--- src/rtl/op_controller_pkg.sv ---
// Shared opcode and argument-count definitions for the RPN operator path.
package op_controller_pkg;

  localparam logic [3:0] OP_ADD     = 4'd0;
  localparam logic [3:0] OP_SUB     = 4'd1;
  localparam logic [3:0] OP_MUL     = 4'd2;
  localparam logic [3:0] OP_DIV     = 4'd3;
  localparam logic [3:0] OP_POP     = 4'd4;
  localparam logic [3:0] OP_UNKNOWN = 4'd15;

  // Stack depth each operator class needs before it can run.
  localparam logic [1:0] ARGS_BINARY = 2'd2;
  localparam logic [1:0] ARGS_POP    = 2'd1;

  // The four arithmetic opcodes map directly onto the low two opcode bits.
  typedef enum logic [1:0] {
    ALU_ADD = 2'd0,
    ALU_SUB = 2'd1,
    ALU_MUL = 2'd2,
    ALU_DIV = 2'd3
  } alu_op_e;

endpackage

--- src/rtl/op_controller_alu.sv ---
// Combinational unsigned ALU computing "b a op" in RPN order, modulo 2^WIDTH.
module op_alu
  import op_controller_pkg::*;
#(
  parameter int WIDTH = 16
) (
  input  alu_op_e          alu_op,
  input  logic [WIDTH-1:0] a,
  input  logic [WIDTH-1:0] b,
  output logic [WIDTH-1:0] y,
  output logic             div_zero
);

  logic [WIDTH-1:0] divisor;

  // Divide by a forced-nonzero divisor so the quantity stays defined; the
  // controller rejects the operation via div_zero anyway.
  always_comb begin
    div_zero = (a == '0);
    divisor  = div_zero ? {{(WIDTH-1){1'b0}}, 1'b1} : a;
    y        = '0;
    unique case (alu_op)
      ALU_ADD: y = b + a;
      ALU_SUB: y = b - a;
      ALU_MUL: y = b * a;
      ALU_DIV: y = b / divisor;
      default: y = '0;
    endcase
  end

endmodule

--- src/rtl/op_controller.sv ---
// Operator sequencer: validates an operator against stack depth, computes
// the result and reports pop count plus push/print/error pulses one cycle later.
module op_controller
  import op_controller_pkg::*;
#(
  parameter int WIDTH = 16
) (
  input  logic             clk,
  input  logic             rst,
  input  logic             op_en,
  input  logic [3:0]       op,
  input  logic [1:0]       arg_cnt,
  input  logic [WIDTH-1:0] opnd_a,
  input  logic [WIDTH-1:0] opnd_b,
  output logic [1:0]       pop_cnt,
  output logic             ans_ready,
  output logic             print_ready,
  output logic [WIDTH-1:0] result,
  output logic             err
);

  logic [WIDTH-1:0] alu_y;
  logic             alu_div_zero;
  logic [1:0]       pop_cnt_nxt;
  logic             ans_ready_nxt;
  logic             print_ready_nxt;
  logic             err_nxt;
  logic [WIDTH-1:0] result_nxt;

  op_alu #(.WIDTH(WIDTH)) u_alu (
    .alu_op   (alu_op_e'(op[1:0])),
    .a        (opnd_a),
    .b        (opnd_b),
    .y        (alu_y),
    .div_zero (alu_div_zero)
  );

  // Decide this cycle's response; result holds unless a push or print occurs.
  always_comb begin
    pop_cnt_nxt     = 2'd0;
    ans_ready_nxt   = 1'b0;
    print_ready_nxt = 1'b0;
    err_nxt         = 1'b0;
    result_nxt      = result;
    if (op_en) begin
      case (op)
        OP_ADD, OP_SUB, OP_MUL, OP_DIV: begin
          if (arg_cnt < ARGS_BINARY || (op == OP_DIV && alu_div_zero)) begin
            err_nxt = 1'b1;
          end else begin
            pop_cnt_nxt   = 2'd2;
            ans_ready_nxt = 1'b1;
            result_nxt    = alu_y;
          end
        end
        OP_POP: begin
          if (arg_cnt < ARGS_POP) begin
            err_nxt = 1'b1;
          end else begin
            pop_cnt_nxt     = 2'd1;
            print_ready_nxt = 1'b1;
            result_nxt      = opnd_a;
          end
        end
        default: err_nxt = 1'b1;
      endcase
    end
  end

  // Register all outputs; reset wins over a simultaneous operator strobe.
  always_ff @(posedge clk) begin
    if (rst) begin
      pop_cnt     <= 2'd0;
      ans_ready   <= 1'b0;
      print_ready <= 1'b0;
      err         <= 1'b0;
      result      <= '0;
    end else begin
      pop_cnt     <= pop_cnt_nxt;
      ans_ready   <= ans_ready_nxt;
      print_ready <= print_ready_nxt;
      err         <= err_nxt;
      result      <= result_nxt;
    end
  end

endmodule

--- config.mk ---
export PLATFORM = sky130hd
export DESIGN_NAME = op_controller
export DESIGN_NICKNAME = d
export VERILOG_FILES = /design/src/rtl/op_controller_pkg.sv /design/src/rtl/op_controller_alu.sv /design/src/rtl/op_controller.sv
export SDC_FILE = /design/constraint.sdc
export NUM_CORES = 1
export LEC_CHECK = 0
export CORE_ASPECT_RATIO = 0.9
export CORE_UTILIZATION = 60
export CTS_CLUSTER_DIAMETER = 50
export CTS_CLUSTER_SIZE = 30
export DETAILED_ROUTE_END_ITERATION = 16
export HOLD_SLACK_MARGIN = 0.1
export PLACE_DENSITY_LB_ADDON = 0.2
export SYNTH_ARGS = -nofsm -noshare
export SYNTH_HDL_FRONTEND = slang
export SYNTH_HIERARCHICAL = 1
export SYNTH_SLANG_ARGS = --single-unit
--- constraint.sdc ---
create_clock -name clk -period 35.3 [get_ports clk]
set_input_delay 3.53 -clock clk [delete_from_list [all_inputs] [get_ports clk]]
set_output_delay 3.53 -clock clk [all_outputs]
set_load 0.01 [all_outputs]
==> impl_metrics.yaml <==
critical_path:
  slowest_delay_ns: 0.80
  start_kind: "input port"
  critPathBufInv: 6
  cp.required_ns: 35.40
  cp.arrival_ns: 33.90
  criticalPathCategory: "in2reg"
  crit_path_end_kind: "flip-flop"
  rrSetupSlack_ns: 34.42
  slowest_stage: "clkdlybuf4s50_1"
  path_common_cell: "ha_1"
  cpLargestDelayFamily: "compound AO/OA/AOI/OAI gates"
  path_max_fanout: 18
pwr:
  vdd_ir_drop_max_mv: 0.0609
  p_per_area_nw_per_um2: 40.6
  p_total_mw: 0.600
  leakage_nw: 6.56
layout:
  multi_input_area_um2: 12300
  stdcell_area_um2: 14800
  antenna_cells: 0
  n_fill_cell: 1915
  syn2layout_area_growth_pct: 8.92
  nets: 2151
  ff_latch_area_um2: 420
  drive_gt1_share_pct: 8.86
cts:
  cts_tree: "built"
  cts.clk_slew.worst_paths_ns: 0.06
  cts_hold_buf: 0
  cts-root-buf: "clkbuf_16"
  clkSinkCount: 21
  clock_latency_ns: 0.26
  clockBufferDepth: 2
  numCtsBuffers: 3
  htreeDepth: 1
route:
  first_pass_iters: 7
  routed_wl_um: 46500
  avgViaCountPerCell: 6.63
  ant_nets: 0
  drcViolationCount: 0
  vias: 14120
  wl_per_cell_um: 21.8
  drt-initial-drc-count: 1473
die:
  die_x_um: 161
  die_area_um2: 23200
  die_y_um: 145
  initial_utilization_pct: 62.0
  pin_count: 62
  row_count: 51
  core_um2: 21900
sta:
  finalSetupViolations: 0
  fin_crit_ns: 33.80
  finalCritPeriodShare_pct: 95.8
  slew_headroom_pct: 27.7
  clock.fmax_mhz: 29.6
  finalMaxSlewViolations: 0
  finalSetupTns_ns: 0
  clock_skew_ns: 0
  worstMarginPinSlew_ns: 1.08
  hold_viol: 0
  finalWorstSetupSlack_ns: 1.50
synthesis:
  ys.warnings.count: 6
  seq_area_frac_synth_pct: 3.10
  yosysTopAreaCell: "ha_1"
  ys_ff_latch: 21
  synth_edf_count: 0
  async_flop_share_pct: 0
  syn_nets: 2116
  synth.top_cell.area_share_pct: 17.3
  synth_area_leaders: "ha_1 17%, fa_1 12%, xnor2_1 7.0%"
  synth_cells: 1806
  synthFlopType: "dfxtp_1"
  post-synth-top-count-cell: "nand2_1"
  syn_avg_cell_area_um2: 7.51
  synth_area_um2: 13600
  netlist_top_cells_count: "194 x nand2_1, 188 x ha_1, 157 x inv_1, 146 x nor2_1, 113 x a21oi_1"
  yosysUniqueCellTypes: 103
grt:
  overflow: 0
  first_global_vias: 13347
  grt_pass1_wl_um: 71000
  grt_antenna_before_repair: 0
  grt_start_max_net_pins: 41
  track_usage_pct: 39.0
placement:
  placed_area_um2: 14400
  place_congestion: 0.997
  io_buffers: 61
  dp_slack_ns: 0.490
  place_hpwl_um: 35100
flow_run:
  maxCapViolCount: 0
run_status:
  status: "complete, no violations"
worst_hold_path:
  hold_class: "reg2reg"
-- routing by layer --
| metal | part of all wire, % | global-route usage (%) |
|---|---|---|
| met5 | 0 | 0 |
| met2 | 43 | 62.2 |
| met3 | 11 | 8.44 |
| met4 | 4.3 | 16.7 |
| met1 | 42 | 50.9 |
-- cells in the final DEF (no fill, tap or decap), types with 6 or more instances in the layout --
master           synthesis  routed
nand2_1                194     194
ha_1                   188     187
inv_1                  157     157
nor2_1                 146     146
a21oi_1                113     113
xnor2_1                108     108
o21ai_0                 83      83
fa_1                    81      81
clkdlybuf4s50_1          0      60
buf_4                    3      50
a21o_1                  48      48
and2_1                  40      40
xor2_1                  39      39
o21a_1                  40      38
nand3_1                 31      31
nor3_1                  30      28
mux2i_1                 27      27
mux2_2                  23      23
dfxtp_1                 21      21
o211ai_1                21      21
a211oi_2                17      19
nand4_1                 19      19
a31oi_1                 19      18
nor2b_1                 19      18
a221oi_1                17      17
nand2b_1                16      16
or3_1                   14      14
and3_1                  13      13
o31ai_1                 14      13
nor4_1                  11      10
a211oi_1                13      10
o21bai_1                10      10
o21ai_1                 10       7
a21boi_0                 7       7
nor3b_1                  7       6
o31a_1                   6       6
a211o_1                  6       6
-- cells by family (layout without fill, tap and decap cells) --
logic type | Yosys count | in the layout | synth area share, %
and+or+nand+nor | 584 | 585 | 21.3
AOI/OAI and AO/OA | 491 | 491 | 25.4
adders and majority gates | 269 | 269 | 29.3
buffers and inverters | 241 | 274 | 7.22
xor gates and xnor gates | 147 | 147 | 9.49
muxes | 53 | 53 | 4.23
DFF | 21 | 21 | 3.10
-- tightest hold or removal path: cells and delay by family, from the launching register on --
family / cells / cell delay (ns)
AOI/OAI and AO/OA: 2 / 0.24
DFF: 1 / 0.33
-- sequential cells by signal (all words and copies together) (netlist names) --
| signal | cells |
|---|---|
| result | 16 |
| ans_ready | 1 |
| err | 1 |
| pop_cnt | 2 |
| print_ready | 1 |
-- final cells by class --
type | count | area share (%)
Timing Repair Buffer | 111 | 6.69
Sequential cell | 21 | 2.84
Inverter | 159 | 4.05
Multi-Input combinational cell | 1545 | 83.4
Clock inverter | 1 | 0.0508
Tap cell | 291 | 2.46
Clock buffer | 3 | 0.508
-- final timing paths --
path / to / depth (start not counted) / from
max: result[0] / 126 / opnd_a[13]
min: result[7] / 2 / result[7]
max reg2reg: result[0] / 2 / result[0]
min reg2reg: result[7] / 2 / result[7]
-- where the power goes --
group,internal (mW),switching (mW),leakage [nW]
Combinational,0.234,0.316,6.35
Sequential,0.0248,0.000651,0.171
Clock,0.0154,0.00948,0.0371
Total,0.274,0.326,6.56
-- repair_timing --
action	4_1_cts	5_1_grt
endpoints found under the setup margin	0	2
resized for setup	0	27
buffers inserted	0	13
-- stage by stage --
| step | utilization (%) | instances | hold slack [ns] |
|---|---|---|---|
| final | 67.5 | 2131 | 0.611 |
| after global routing | 67.5 | 2131 | 0.636 |
| after CTS | 66.4 | 2117 | 0.609 |
| after detailed placement | 66.0 | 2113 | 0.591 |
| after global placement | 66.0 | 2113 | 0.581 |
| after floorplan | - | 1806 | 0.637 |
(Power assumes the default switching activity.)
